File: config.mk
export PLATFORM = sky130hd
export DESIGN_NAME = edp_mul_seq_flat
export DESIGN_NICKNAME = d
export VERILOG_FILES = /design/src/rtl/edp_pkg.sv /design/src/rtl/edp_mul_seq_if.sv /design/src/rtl/edp_booth_dec.sv /design/src/rtl/edp_mul_seq.sv /design/src/flat_wrapper.sv
export SDC_FILE = /design/constraint.sdc
export NUM_CORES = 1
export LEC_CHECK = 0
export CAP_MARGIN = 20
export CORE_AREA = 2 2 39 41
export DETAILED_ROUTE_END_ITERATION = 6
export DIE_AREA = 0 0 41 43
export DONT_BUFFER_PORTS = 1
export GPL_ROUTABILITY_DRIVEN = 0
export GPL_TIMING_DRIVEN = 0
export PLACE_DENSITY = 0.71
export SLEW_MARGIN = 20
export SYNTH_ARGS = -nofsm -noshare
export SYNTH_HDL_FRONTEND = slang
export SYNTH_SLANG_ARGS = --single-unit
File: constraint.sdc
create_clock -name eboxClk -period 2.4 [get_ports eboxClk]
set_clock_uncertainty 0.1 [all_clocks]
set_input_delay 0.24 -clock eboxClk [delete_from_list [all_inputs] [get_ports eboxClk]]
set_output_delay 0.24 -clock eboxClk [all_outputs]
set_load 0.01 [all_outputs]
File: src/rtl/edp_pkg.sv
// edp_pkg: shared EDP codes (AD functions, ADB/MQ selects) and the multiply FSM states
package edp_pkg;
  localparam logic [5:0] AD_A    = 6'o37;
  localparam logic [5:0] AD_APB  = 6'o06;
  localparam logic [5:0] AD_AMB  = 6'o51;
  localparam logic [5:0] AD_ZERO = 6'o34;
  localparam logic [1:0] ADB_NONE = 2'b00;
  localparam logic [1:0] ADB_BR   = 2'b10;
  localparam logic [1:0] MQ_LOAD = 2'b00;
  localparam logic [1:0] MQ_SHL  = 2'b01;
  localparam logic [1:0] MQ_SHR  = 2'b10;
  localparam logic [1:0] MQ_HOLD = 2'b11;
  typedef enum logic [1:0] {IDLE, INIT, STEP, DONE} state_t;
endpackage

File: src/rtl/edp_mul_seq_if.sv
// edp_mul_seq_if: multiply sequencer bus.
//   master (requester): drives start, abort, mq35; observes status and datapath controls.
//   slave (sequencer): drives busy, done, adFunc, adbSel, adaEn, arLoad, arxLoad, arShr, mqSel, stepCount.
interface edp_mul_seq_if #(parameter int SW = 6);
  logic start, abort, mq35;
  logic busy, done, adaEn, arLoad, arxLoad, arShr;
  logic [5:0] adFunc;
  logic [1:0] adbSel, mqSel;
  logic [SW-1:0] stepCount;
  modport master (
    output start, abort, mq35,
    input  busy, done, adFunc, adbSel, adaEn, arLoad, arxLoad, arShr, mqSel, stepCount
  );
  modport slave (
    input  start, abort, mq35,
    output busy, done, adFunc, adbSel, adaEn, arLoad, arxLoad, arShr, mqSel, stepCount
  );
endinterface

File: src/rtl/edp_booth_dec.sv
// edp_booth_dec: radix-2 Booth recode of {mq35, prev} into an AD function code.
//   mq35, prev: current and previous multiplier bits; ad_func: A-B, A+B or A.
module edp_booth_dec
  import edp_pkg::*;
(
  input  logic       mq35,
  input  logic       prev,
  output logic [5:0] ad_func
);
  always_comb ad_func = (mq35 && !prev) ? AD_AMB : (!mq35 && prev) ? AD_APB : AD_A;
endmodule

File: src/rtl/edp_mul_seq.sv
// edp_mul_seq: Booth multiply sequencer driving the EDP AD/AR/MQ controls.
//   eboxClk, eboxReset: clock and synchronous active-high reset.
//   bus (slave): start/abort/mq35 in; busy, done, AD/ADB/AR/MQ controls and stepCount out.
module edp_mul_seq
  import edp_pkg::*;
#(
  parameter int STEPS = 36,
  parameter int SW    = 6
) (
  input logic            eboxClk,
  input logic            eboxReset,
  edp_mul_seq_if.slave   bus
);
  state_t state, state_nxt;
  logic prev;
  logic [SW-1:0] step_count;
  logic [5:0] booth_func;
  edp_booth_dec u_dec (
    .mq35    (bus.mq35),
    .prev    (prev),
    .ad_func (booth_func)
  );
  always_ff @(posedge eboxClk) begin
    if (eboxReset) begin
      state      <= IDLE;
      prev       <= 1'b0;
      step_count <= '0;
    end else begin
      state <= state_nxt;
      if (state == INIT) begin
        prev       <= 1'b0;
        step_count <= SW'(STEPS - 1);
      end else if (state == STEP) begin
        prev <= bus.mq35;
        if (step_count != '0) step_count <= step_count - 1'b1;
      end
    end
  end
  // An aborted cycle suppresses its AR/MQ update so the datapath keeps what it had.
  always_comb begin
    state_nxt  = state;
    bus.adFunc = AD_A;
    bus.adbSel = ADB_NONE;
    bus.adaEn  = 1'b0;
    bus.arLoad = 1'b0;
    bus.arShr  = 1'b0;
    bus.mqSel  = MQ_HOLD;
    bus.busy   = 1'b0;
    bus.done   = 1'b0;
    case (state)
      IDLE: state_nxt = (bus.start && !bus.abort) ? INIT : IDLE;
      INIT: begin
        bus.adFunc = AD_ZERO;
        bus.arLoad = !bus.abort;
        bus.busy   = 1'b1;
        state_nxt  = bus.abort ? IDLE : STEP;
      end
      STEP: begin
        bus.adFunc = booth_func;
        bus.adaEn  = 1'b1;
        bus.adbSel = ADB_BR;
        bus.arLoad = !bus.abort;
        bus.arShr  = 1'b1;
        bus.mqSel  = bus.abort ? MQ_HOLD : MQ_SHR;
        bus.busy   = 1'b1;
        state_nxt  = bus.abort ? IDLE : (step_count == '0) ? DONE : STEP;
      end
      DONE: begin
        bus.done  = 1'b1;
        state_nxt = IDLE;
      end
    endcase
  end
  assign bus.arxLoad   = 1'b0;
  assign bus.stepCount = step_count;
endmodule

File: src/flat_wrapper.sv
// flat-port wrapper written by rule: the top's interface ports become plain ports
module edp_mul_seq_flat import edp_pkg::*;
#(
  parameter int STEPS = 36,
  parameter int SW    = 6
)
  (eboxClk, eboxReset, bus_start, bus_abort, bus_mq35, bus_busy, bus_done, bus_adFunc, bus_adbSel, bus_adaEn, bus_arLoad, bus_arxLoad, bus_arShr, bus_mqSel, bus_stepCount);
  edp_mul_seq_if #(.SW(SW)) bus_i ();
  input logic eboxClk;
  input logic eboxReset;
  input wire logic [$bits(bus_i.start)-1:0] bus_start;
  input wire logic [$bits(bus_i.abort)-1:0] bus_abort;
  input wire logic [$bits(bus_i.mq35)-1:0] bus_mq35;
  output wire logic [$bits(bus_i.busy)-1:0] bus_busy;
  output wire logic [$bits(bus_i.done)-1:0] bus_done;
  output wire logic [$bits(bus_i.adFunc)-1:0] bus_adFunc;
  output wire logic [$bits(bus_i.adbSel)-1:0] bus_adbSel;
  output wire logic [$bits(bus_i.adaEn)-1:0] bus_adaEn;
  output wire logic [$bits(bus_i.arLoad)-1:0] bus_arLoad;
  output wire logic [$bits(bus_i.arxLoad)-1:0] bus_arxLoad;
  output wire logic [$bits(bus_i.arShr)-1:0] bus_arShr;
  output wire logic [$bits(bus_i.mqSel)-1:0] bus_mqSel;
  output wire logic [$bits(bus_i.stepCount)-1:0] bus_stepCount;
  assign bus_i.start = bus_start;
  assign bus_i.abort = bus_abort;
  assign bus_i.mq35 = bus_mq35;
  assign bus_busy = bus_i.busy;
  assign bus_done = bus_i.done;
  assign bus_adFunc = bus_i.adFunc;
  assign bus_adbSel = bus_i.adbSel;
  assign bus_adaEn = bus_i.adaEn;
  assign bus_arLoad = bus_i.arLoad;
  assign bus_arxLoad = bus_i.arxLoad;
  assign bus_arShr = bus_i.arShr;
  assign bus_mqSel = bus_i.mqSel;
  assign bus_stepCount = bus_i.stepCount;
  edp_mul_seq #(.STEPS(STEPS), .SW(SW)) u_core (.eboxClk(eboxClk), .eboxReset(eboxReset), .bus(bus_i));
endmodule
After elaboration in Yosys (flattened, before gate mapping) --
Index checks and enable logic that the tools add are counted.
Operators by class: reductions and logical operators 15, eq/ne operators 3, add/subtract/negate cells 1, muxes and demuxes 18
Operators with widths (count):
- 6-bit 2-to-1 mux | 4
- 6-bit one-hot mux with 2 select lines | 1
- 2-bit 2-to-1 mux | 4
- 2-bit one-hot mux with 4 select lines | 1
- 1-bit 2-to-1 mux | 7
- 6-bit logical NOT | 1
- 6-bit nonzero test | 1
- 6-bit by 1-bit subtractor with 6-bit output (second input constant) | 1
- 5-bit 2-to-1 mux | 1
- 2-bit equality test (second input constant) | 2
- 2-bit AND reduction | 2
- 2-bit nonzero test | 2
- 2-bit OR reduction | 2
- 1-bit logical AND | 3
- 1-bit logical NOT | 3
- 2-bit by 1-bit equality test with 1-bit output (second input constant) | 1
- 2-bit logical NOT | 1
Word-level totals: bits of input ports 5, logic and storage cells 41, bits in registers 9, output and inout port bits 22

Logic depth before layout (Yosys ltp) --
Gate-level depths: netlist of run 1.
depth in word-level cells 5, gate-level depth with buffers 6, mapped depth without buffers 5

Cells and area by module --
From an unflattened synthesis of run 1, not the netlist that was laid out.
Second synthesis, totals: cells, all modules 86, area total of the unflattened synthesis 678.2 sq um
By module, submodules not included:
- edp_mul_seq | seq. area each 180.2 sq um, times used 1, area an instance 610.6 sq um, cells each 77
- edp_booth_dec | seq. area each 0.0 sq um, times used 1, area an instance 67.6 sq um, cells each 9

Worst setup path after synthesis of run 1 --
No wires, ideal clock.
path kind register to register, from reg u_core.state[0], to reg u_core.step_count[0], in the netlist u_core.bus.stepCount[0], library setup time 0.112 ns, clock period less this slack 1.777 ns, cell stages (with the launch flop) 7, data required time 2.188 ns, arrival time 1.565 ns, slack 0.623 ns, path buffers 1, cell sequence dfxtp_1 -> inv_1 -> ha_1 -> clkbuf_1 -> nor2b_1 -> a21boi_0 -> a2111oi_1
On the way: word-level cells in the longest chain between the ends 3, elaborated cells between the ends (all ways) 6, classes of those cells 2 x eq/ne; 1 x mux; 3 x reduce/logical
RTL lines:
- from (decl) | RTL line edp_mul_seq.sv:14 | state_t state, state_nxt;
- from (signal assigned) | RTL line edp_mul_seq.sv:29 | state <= state_nxt;
- 2-bit equality test / 2-bit by 1-bit equality test with 1-bit output (equally long branches) | RTL line edp_mul_seq.sv:33, edp_mul_seq.sv:30
- 2-bit nonzero test (no source line)
- 2-bit AND reduction (no source line)
- to (signal assigned) | RTL line edp_mul_seq.sv:32 | step_count <= SW'(STEPS - 1);
- to (signal assigned) | RTL line edp_mul_seq.sv:35 | if (step_count != '0) step_count <= step_count - 1'b1;
- to (decl) | RTL line edp_mul_seq.sv:16 | logic [SW-1:0] step_count;
Parallel ways exist; a longest one is shown, timed or not. A chain may end at the register's enable or synchronous reset.

Final worst setup path of run 1 --
from reg u_core.state[1], to out bus_adFunc[4]
On the way: word-level cells in the longest chain between the ends 2, elaborated cells between the ends (all ways) 3, classes of those cells 2 x eq/ne; 1 x mux
RTL lines:
- 2-bit equality test / 2-bit by 1-bit equality test with 1-bit output (equally long branches) | RTL line edp_mul_seq.sv:50 | case (state)
- 6-bit one-hot mux with 2 select lines (*) | RTL line edp_mul_seq.sv:50
- to (decl) | RTL line flat_wrapper.sv:16 | output wire logic [$bits(bus_i.adFunc)-1:0] bus_adFunc;
Every way passes the cells marked *; elsewhere a longest branch is shown, timed or not.

==> out/qor.log, run 1 <==
qor: min_path.hold_path.startpoint bus_mq35
qor: floorplanning.die_w 41 um
qor: final_layout.post-route-cell-area 744 um2
qor: cts.worst_setup_hold_path_clk_slew 0.06 ns
qor: timing.fmax 0.467 GHz
qor: power.power.leakage 0.277 nW
qor: power.total_power 0.000310 W
qor: power.pwr_density_cell 417 nW/um2
qor: min_path.hp-class in2reg
qor: cts.cts_setup_buffers 0
qor: floorplanning.vertical_die_dimension 43 um
qor: final_layout.design.final.nets 103
qor: timing.unrepaired_setup_endpoints_after_global_routing false
qor: cts.cts.root.buffer_cell clkbuf_4
qor: routing.route.detailed.drc 0
qor: timing.final_setup_vio_count 0
qor: setup_path.rr_startpoint u_core.state[1]$_SDFF_PP0_
qor: routing.route.detailed.vias_per_inst 5.52
qor: run.max-cap-violations 0
qor: synthesis.seq_area_frac_synth 0.268
qor: synthesis.synthCells 82
qor: setup_path.worst_setup_path_type reg2out
qor: cts.cts_made_buffers 3
qor: synthesis.post_synthesis_cell_area 672 um2
qor: global_route.grt_start_max_net_pins 11
qor: setup_path.cp-end-kind primary output
qor: final_layout.antenna_cells_inserted 0
qor: global_route.first_global_vias 496
qor: placement.place_hpwl 999 um
qor: min_path.hold-path-endpoint u_core.prev$_SDFFE_PP0P_
qor: final_layout.filler_cell_count_in_the_final_layout 133
qor: placement.port_bufs 0
qor: floorplanning.placeableCoreArea 1380 um2
qor: synthesis.synth-seq-cells 9
qor: floorplanning.design.die.area 1760 um2
qor: routing.number_of_violations_reported_at_the_end_of_detailed_routing_iteration_0 21
qor: placement.detailed_place.area 696 um2
qor: synthesis.postSynthAreaPerCell 8.19 um2
qor: global_route.initial_antenna_violation_count 0
qor: setup_path.ff2ff_setup_slack 0.42 ns
qor: routing.antenna_left 0
qor: cts.cts_max_path_buffers 2
qor: floorplanning.effective_utilization_at_floorplan 0.486
qor: floorplanning.ios 27
qor: outcome.status complete, no violations
qor: global_route.grt_usage 0.174
qor: timing.post-route-min-period 2.14 ns
qor: power.max-vdd-ir-drop 0.000232 V
qor: routing.drt-wirelength-per-cell 13.0 um
qor: routing.drt_first_pass_iters 4
qor: setup_path.crit_arrival 1.80 ns
qor: global_route.gr-total-overflow 0
qor: global_route.grt_first_pass_wirelength 2060 um
qor: min_path.worstHoldPathCells 2
qor: setup_path.cp_data_required_time 2.06 ns
qor: final_layout.finish.utilization 0.538
qor: cts.cts_htree_levels 1
qor: synthesis.yosysWarningCount 0
qor: timing.final_report_hold_violation_count 0
qor: final_layout.areaGrowthSynthToFinish 10.8%
qor: cts.cts_sinks 9
qor: cts.cts_tree yes
qor: synthesis.yosysUniqueCellTypes 33
qor: timing.min_period_over_period 0.892
qor: setup_path.worstRegToRegCells 6
qor: final_layout.layout-drive-gt1-share 0.157
qor: timing.finalMaxSlewViolations 0
qor: cts.worst_skew_pair.late_latency 0.27 ns
qor: routing.dr_total_vias 580
qor: routing.detail_route.wirelength 1360 um
qor: setup_path.cp_max_fo 9
qor: setup_path.worstReg2RegEnd u_core.bus.stepCount[5]$_SDFFE_PP0P_
qor: timing.totalNegativeSetupSlack 0 ns
qor: floorplanning.floorplan.rows 14
qor: setup_path.setup.worst_path.start_class flop
-- routing by layer --
| metal | share of wire | track usage | wire [um] | vias to the layer above |
|---|---|---|---|---|
| met1 | 0.45 | 0.228 | 615 | 260 |
| met3 | 0.082 | 0.0628 | 112 | 5 |
| li1 | - | - | - | 295 |
| met4 | 0.022 | 0.100 | 30 | 0 |
| met2 | 0.44 | 0.234 | 604 | 20 |
| met5 | 0 | 0 | 0 | - |
-- Yosys cell counts --
cell type / instances / area (um2)
nand2_1: 10 / 37.5
dfxtp_1: 9 / 180
ha_1: 8 / 100
inv_1: 7 / 26.3
buf_4: 5 / 37.5
nor2_1: 5 / 18.8
nand2b_1: 4 / 25.0
nor2b_1: 3 / 18.8
a211o_1: 2 / 17.5
a21oi_1: 2 / 10.0
a311oi_1: 2 / 17.5
clkbuf_1: 2 / 7.51
conb_1: 2 / 7.51
nor4b_1: 2 / 17.5
a2111oi_1: 1 / 10.0
a21boi_0: 1 / 7.51
a21oi_2: 1 / 8.76
a221oi_1: 1 / 8.76
a31o_2: 1 / 8.76
a32oi_1: 1 / 8.76
and2b_4: 1 / 10.0
and3_1: 1 / 6.26
mux2i_1: 1 / 10.0
nor3_1: 1 / 5.00
nor3_2: 1 / 10.0
nor4_1: 1 / 6.26
o21ai_0: 1 / 5.00
o41ai_1: 1 / 8.76
or2_0: 1 / 6.26
or2_2: 1 / 6.26
or3_1: 1 / 6.26
or4_1: 1 / 7.51
or4b_1: 1 / 10.0
-- layout by cell type, fill, tap and decap left out, types with 3 or more instances in the layout --
master and n:
inv_1 7, nor2_1 5, conb_1 3, dfxtp_1 9
ha_1 8, clkbuf_4 3, nand2_1 10, nand2b_1 4
clkbuf_1 3, buf_4 5
-- report_power, final --
part / internal [W] / total (W) / leakage [nW] / switching (W)
clock network: 0.0000643 / 0.000122 / 0.0150 / 0.0000575
logic: 0.0000154 / 0.0000361 / 0.189 / 0.0000207
registers: 0.000151 / 0.000152 / 0.0726 / 0.00000179
total: 0.000230 / 0.000310 / 0.277 / 0.0000800
-- cell type report --
type / count / area (um2) / area share
well taps: 16 / 20.0 / 0.0269
flip-flops and latches: 9 / 180 / 0.242
repair buffers: 2 / 20.0 / 0.0269
clock buffers: 4 / 26.3 / 0.0353
plain buffers: 7 / 45.0 / 0.0605
multi-input cells: 60 / 427 / 0.573
inverters: 7 / 26.3 / 0.0353
-- logic make-up after synthesis --
group	count (synthesis)	synth area share
DFF	9	0.268
and+or+nand+nor	34	0.285
adders and majority gates	8	0.149
other	2	0.0112
muxes	1	0.0149
buffers and inverters	14	0.106
AOI/OAI and AO/OA	14	0.166
-- flip-flops by register name (all words and copies together) (netlist names) --
| register | cells |
|---|---|
| u_core.state | 2 |
| u_core.prev | 1 |
| u_core.bus.stepCount | 6 |
-- critical path, stage by stage (launching register included) --
cell and delay, ns:
dfxtp_1 0.35, inv_1 0.07, ha_1 0.34, clkbuf_1 0.31, nor2b_2 0.33, nand2_1 0.14
-- through the flow --
stage | setup WS [ns] | std cells | hold WS, ns
final | 0.258 | 105 | 0.0309
after global routing | 0.0688 | 105 | 0.0248
after CTS | 0.156 | 105 | 0.0355
after detailed placement | 0.407 | 99 | 0.218
after global placement | 0.408 | 99 | 0.219
after floorplan | 0.623 | 83 | 0.212
-- timing repair --
action,4_1_cts,5_1_grt
gates resized for setup,0,1
hold endpoints to repair,5,0
endpoints found under the setup margin,0,3
hold buffers,2,0
-- worst max path at each step --
| stage | startpoint | endpoint | slack, ns |
|---|---|---|---|
| 6_report | u_core.state[1]$_SDFF_PP0_ | bus_adFunc[4] | 0.26 |
| 5_1_grt | u_core.state[0]$_SDFF_PP0_ | bus_adFunc[3] | 0.07 |
| 4_1_cts | u_core.state[1]$_SDFF_PP0_ | bus_adFunc[4] | 0.16 |
| 3_5_place_dp | u_core.state[0]$_SDFF_PP0_ | u_core.bus.stepCount[0]$_SDFFE_PP0P_ | 0.41 |
| 3_3_place_gp | u_core.state[0]$_SDFF_PP0_ | u_core.bus.stepCount[0]$_SDFFE_PP0P_ | 0.41 |
| 2_1_floorplan | u_core.state[0]$_SDFF_PP0_ | u_core.bus.stepCount[0]$_SDFFE_PP0P_ | 0.62 |
(Power assumes the default switching activity.)
==> run 2, diff against run 1 <==
--- a/config.mk
+++ b/config.mk
@@ -6,13 +6,12 @@
 export NUM_CORES = 1
 export LEC_CHECK = 0
 export CAP_MARGIN = 20
-export CORE_AREA = 2 2 39 41
+export CORE_UTILIZATION = 23
 export DETAILED_ROUTE_END_ITERATION = 6
-export DIE_AREA = 0 0 41 43
 export DONT_BUFFER_PORTS = 1
 export GPL_ROUTABILITY_DRIVEN = 0
 export GPL_TIMING_DRIVEN = 0
-export PLACE_DENSITY = 0.71
+export PLACE_DENSITY = 0.42
 export SLEW_MARGIN = 20
 export SYNTH_ARGS = -nofsm -noshare
 export SYNTH_HDL_FRONTEND = slang
==> constraint.sdc (replaced) <==
create_clock -name eboxClk -period 2.05 [get_ports eboxClk]
set_clock_uncertainty 0.1 [all_clocks]
set_input_delay 0.205 -clock eboxClk [delete_from_list [all_inputs] [get_ports eboxClk]]
set_output_delay 0.205 -clock eboxClk [all_outputs]
set_load 0.01 [all_outputs]
==> run 2 against run 1 <==
  * Critical path depth unchanged
  * Routed wire length is 13% higher
  * Die area rose by 78%
  * Sequential share of layout area shrank 0.83 points
  * Total power grew 17%
  * Count of clock-buffer cells in the layout unchanged
  * Core utilization shrank 26 points
  * Critical endpoint unchanged
  * Highest routed layer unchanged
==> out/qor.log, run 2 (synthesis gave the netlist of run 1 again) <==
qor: final_layout.multi_input_area 432 um2 [+1.2%]
qor: routing.drt_first_pass_iters 4 [unchanged]
qor: final_layout.layout_commonest_cell nand2_1
qor: routing.antenna_left 0 [unchanged]
qor: cts.worst_skew_pair.late_latency 0.26 ns [about the same]
qor: routing.number_of_violations_reported_at_the_end_of_detailed_routing_iteration_0 9 [-57%]
qor: final_layout.largest_register_ff_count 6 [unchanged]
qor: routing.route.detailed.vias_per_inst 4.74 [-14%]
qor: timing.fmax 0.520 GHz
qor: cts.cts_htree_levels 1 [unchanged]
qor: floorplanning.design.die.area 3140 um2 [+78%]
qor: routing.detail_route.wirelength 1540 um [+13%]
qor: cts.cts_sinks 9 [unchanged]
qor: final_layout.design.final.nets 103 [unchanged]
qor: setup_path.setup.worst_path.start_class flop
qor: placement.placed_cells_incl_taps 114 [+15%]
qor: cts.cts_setup_buffers 0 [unchanged]
qor: min_path.hp-class in2reg
qor: global_route.first_global_vias 577 [+16%]
qor: final_layout.register_area 180 um2 [unchanged]
qor: floorplanning.effective_utilization_at_floorplan 0.244 [-0.242]
qor: setup_path.rr_startpoint u_core.state[0]$_SDFF_PP0_
qor: global_route.initial_antenna_violation_count 0 [unchanged]
qor: final_layout.layout-drive-gt1-share 0.180 [+0.0225]
qor: setup_path.cp_max_fo 9 [unchanged]
qor: global_route.gr-total-overflow 0 [unchanged]
qor: final_layout.finish.utilization 0.279 [-0.258]
qor: routing.drt-wirelength-per-cell 12.8 um [-1.3%]
qor: final_layout.layout_common_cells nand2_1 (10), dfxtp_1 (9), ha_1 (8), inv_1 (7)
qor: global_route.grt_usage 0.109 [-0.0644]
qor: min_path.hold_path.startpoint bus_mq35
qor: setup_path.cp_data_required_time 1.75 ns [-0.31 ns]
qor: power.power.leakage 0.286 nW [+3.1%]
qor: timing.post-route-min-period 1.92 ns
qor: setup_path.cp-end-kind primary output
qor: setup_path.worst_setup_path_type reg2out
qor: final_layout.stdcell_count 120 [+14%]
qor: floorplanning.placeableCoreArea 2760 um2 [+99%]
qor: timing.finalMaxSlewViolations 0 [unchanged]
qor: cts.cts_made_buffers 3 [unchanged]
qor: cts.cts.root.buffer_cell clkbuf_4
qor: setup_path.crit_path_start u_core.state[0]$_SDFF_PP0_
qor: run.max-cap-violations 0 [unchanged]
qor: routing.route.detailed.drc 0 [unchanged]
qor: placement.port_bufs 0 [unchanged]
qor: cts.cts_tree yes
qor: power.total_power 0.000364 W [+17%]
qor: routing.dr_total_vias 569 [-1.9%]
qor: timing.min_period_over_period 0.938
qor: final_layout.filler_cell_count_in_the_final_layout 306 [+130%]
qor: floorplanning.vertical_die_dimension 56.1 um [+30%]
qor: outcome.status complete, no violations
qor: floorplanning.die_w 56.1 um [+37%]
qor: timing.final_report_hold_violation_count 0 [unchanged]
qor: global_route.grt_first_pass_wirelength 2670 um [+29%]
qor: setup_path.worstRegToRegCells 6 [unchanged]
qor: power.max-vdd-ir-drop 0.000220 V [-5.0%]
qor: cts.cts_max_path_buffers 2 [unchanged]
qor: timing.unrepaired_setup_endpoints_after_global_routing false
qor: floorplanning.floorplan.rows 19 [+5]
qor: cts.worst_setup_hold_path_clk_slew 0.07 ns [about the same]
qor: timing.final_setup_vio_count 0 [unchanged]
qor: global_route.grt_start_max_net_pins 11 [unchanged]
qor: final_layout.areaGrowthSynthToFinish 14.7%
qor: power.pwr_density_cell 473 nW/um2 [+13%]
qor: floorplanning.ios 27 [unchanged]
qor: setup_path.crit_arrival 1.62 ns [-0.18 ns]
qor: final_layout.antenna_cells_inserted 0 [unchanged]
qor: placement.place_hpwl 1160 um [+16%]
qor: min_path.worstHoldPathCells 2 [unchanged]
run 2: changes by cell type in the layout (fill, tap and decap cells not counted):
cell	before	now
nor2b_4	0	1
nor2b_2	1	0
buf_2	0	1
clkbuf_2	0	1
clkbuf_1	3	1
run 2: metrics by stage:
stage                     TNS (ns)  setup slack, ns  instance area [um2]  hold slack [ns]
after global placement     -0.0227          -0.0227                  714            0.182
after CTS                        0           0.0175                  764          0.00473
after global routing             0          0.00745                  771           0.0244
final                            0            0.127                  771          0.00417
after detailed placement   -0.0314          -0.0314                  714            0.183
after floorplan                  0            0.273                  676            0.177
run 2: per-layer routing:
metal | track usage | vias up | share of wire
li1 | - | 290 | -
met1 | 0.135 | 262 | 0.45
met2 | 0.185 | 13 | 0.49
met3 | 0.0233 | 4 | 0.046
met4 | 0.0418 | 0 | 0.016
met5 | 0 | - | 0
run 2: path summary, 6_finish.rpt:
| check | slack (ns) | endpoint |
|---|---|---|
| min reg2reg | 0.45 | u_core.prev$_SDFFE_PP0P_ |
| max reg2reg | 0.20 | u_core.bus.stepCount[0]$_SDFFE_PP0P_ |
| min | 0.004 | u_core.prev$_SDFFE_PP0P_ |
| max | 0.13 | bus_adFunc[4] |
run 2: worst max-delay path, stage by stage, from the launching register on:
cell	delay [ns]
dfxtp_1	0.36
inv_1	0.07
ha_1	0.34
buf_2	0.22
nor2b_4	0.24
nand2_1	0.12
run 2: timing repair:
| action | in CTS | in global routing |
|---|---|---|
| endpoints found under the hold margin | 5 | 0 |
| endpoints found under the setup margin | 4 | 7 |
| hold buffers | 2 | 0 |
| pin swaps | 0 | 0 |
| gates resized for setup | 2 | 4 |
run 2: cell type report:
type | count | area share
plain buffers | 7 | 0.0617
flip-flops and latches | 9 | 0.234
well taps | 31 | 0.0503
clock buffers | 4 | 0.0341
multi-input cells | 60 | 0.560
inverters | 7 | 0.0341
repair buffers | 2 | 0.0260
run 2: where the power goes:
group | switching [W] | internal (W)
Combinational | 0.0000254 | 0.0000190
Sequential | 0.00000220 | 0.000176
Clock | 0.0000664 | 0.0000751
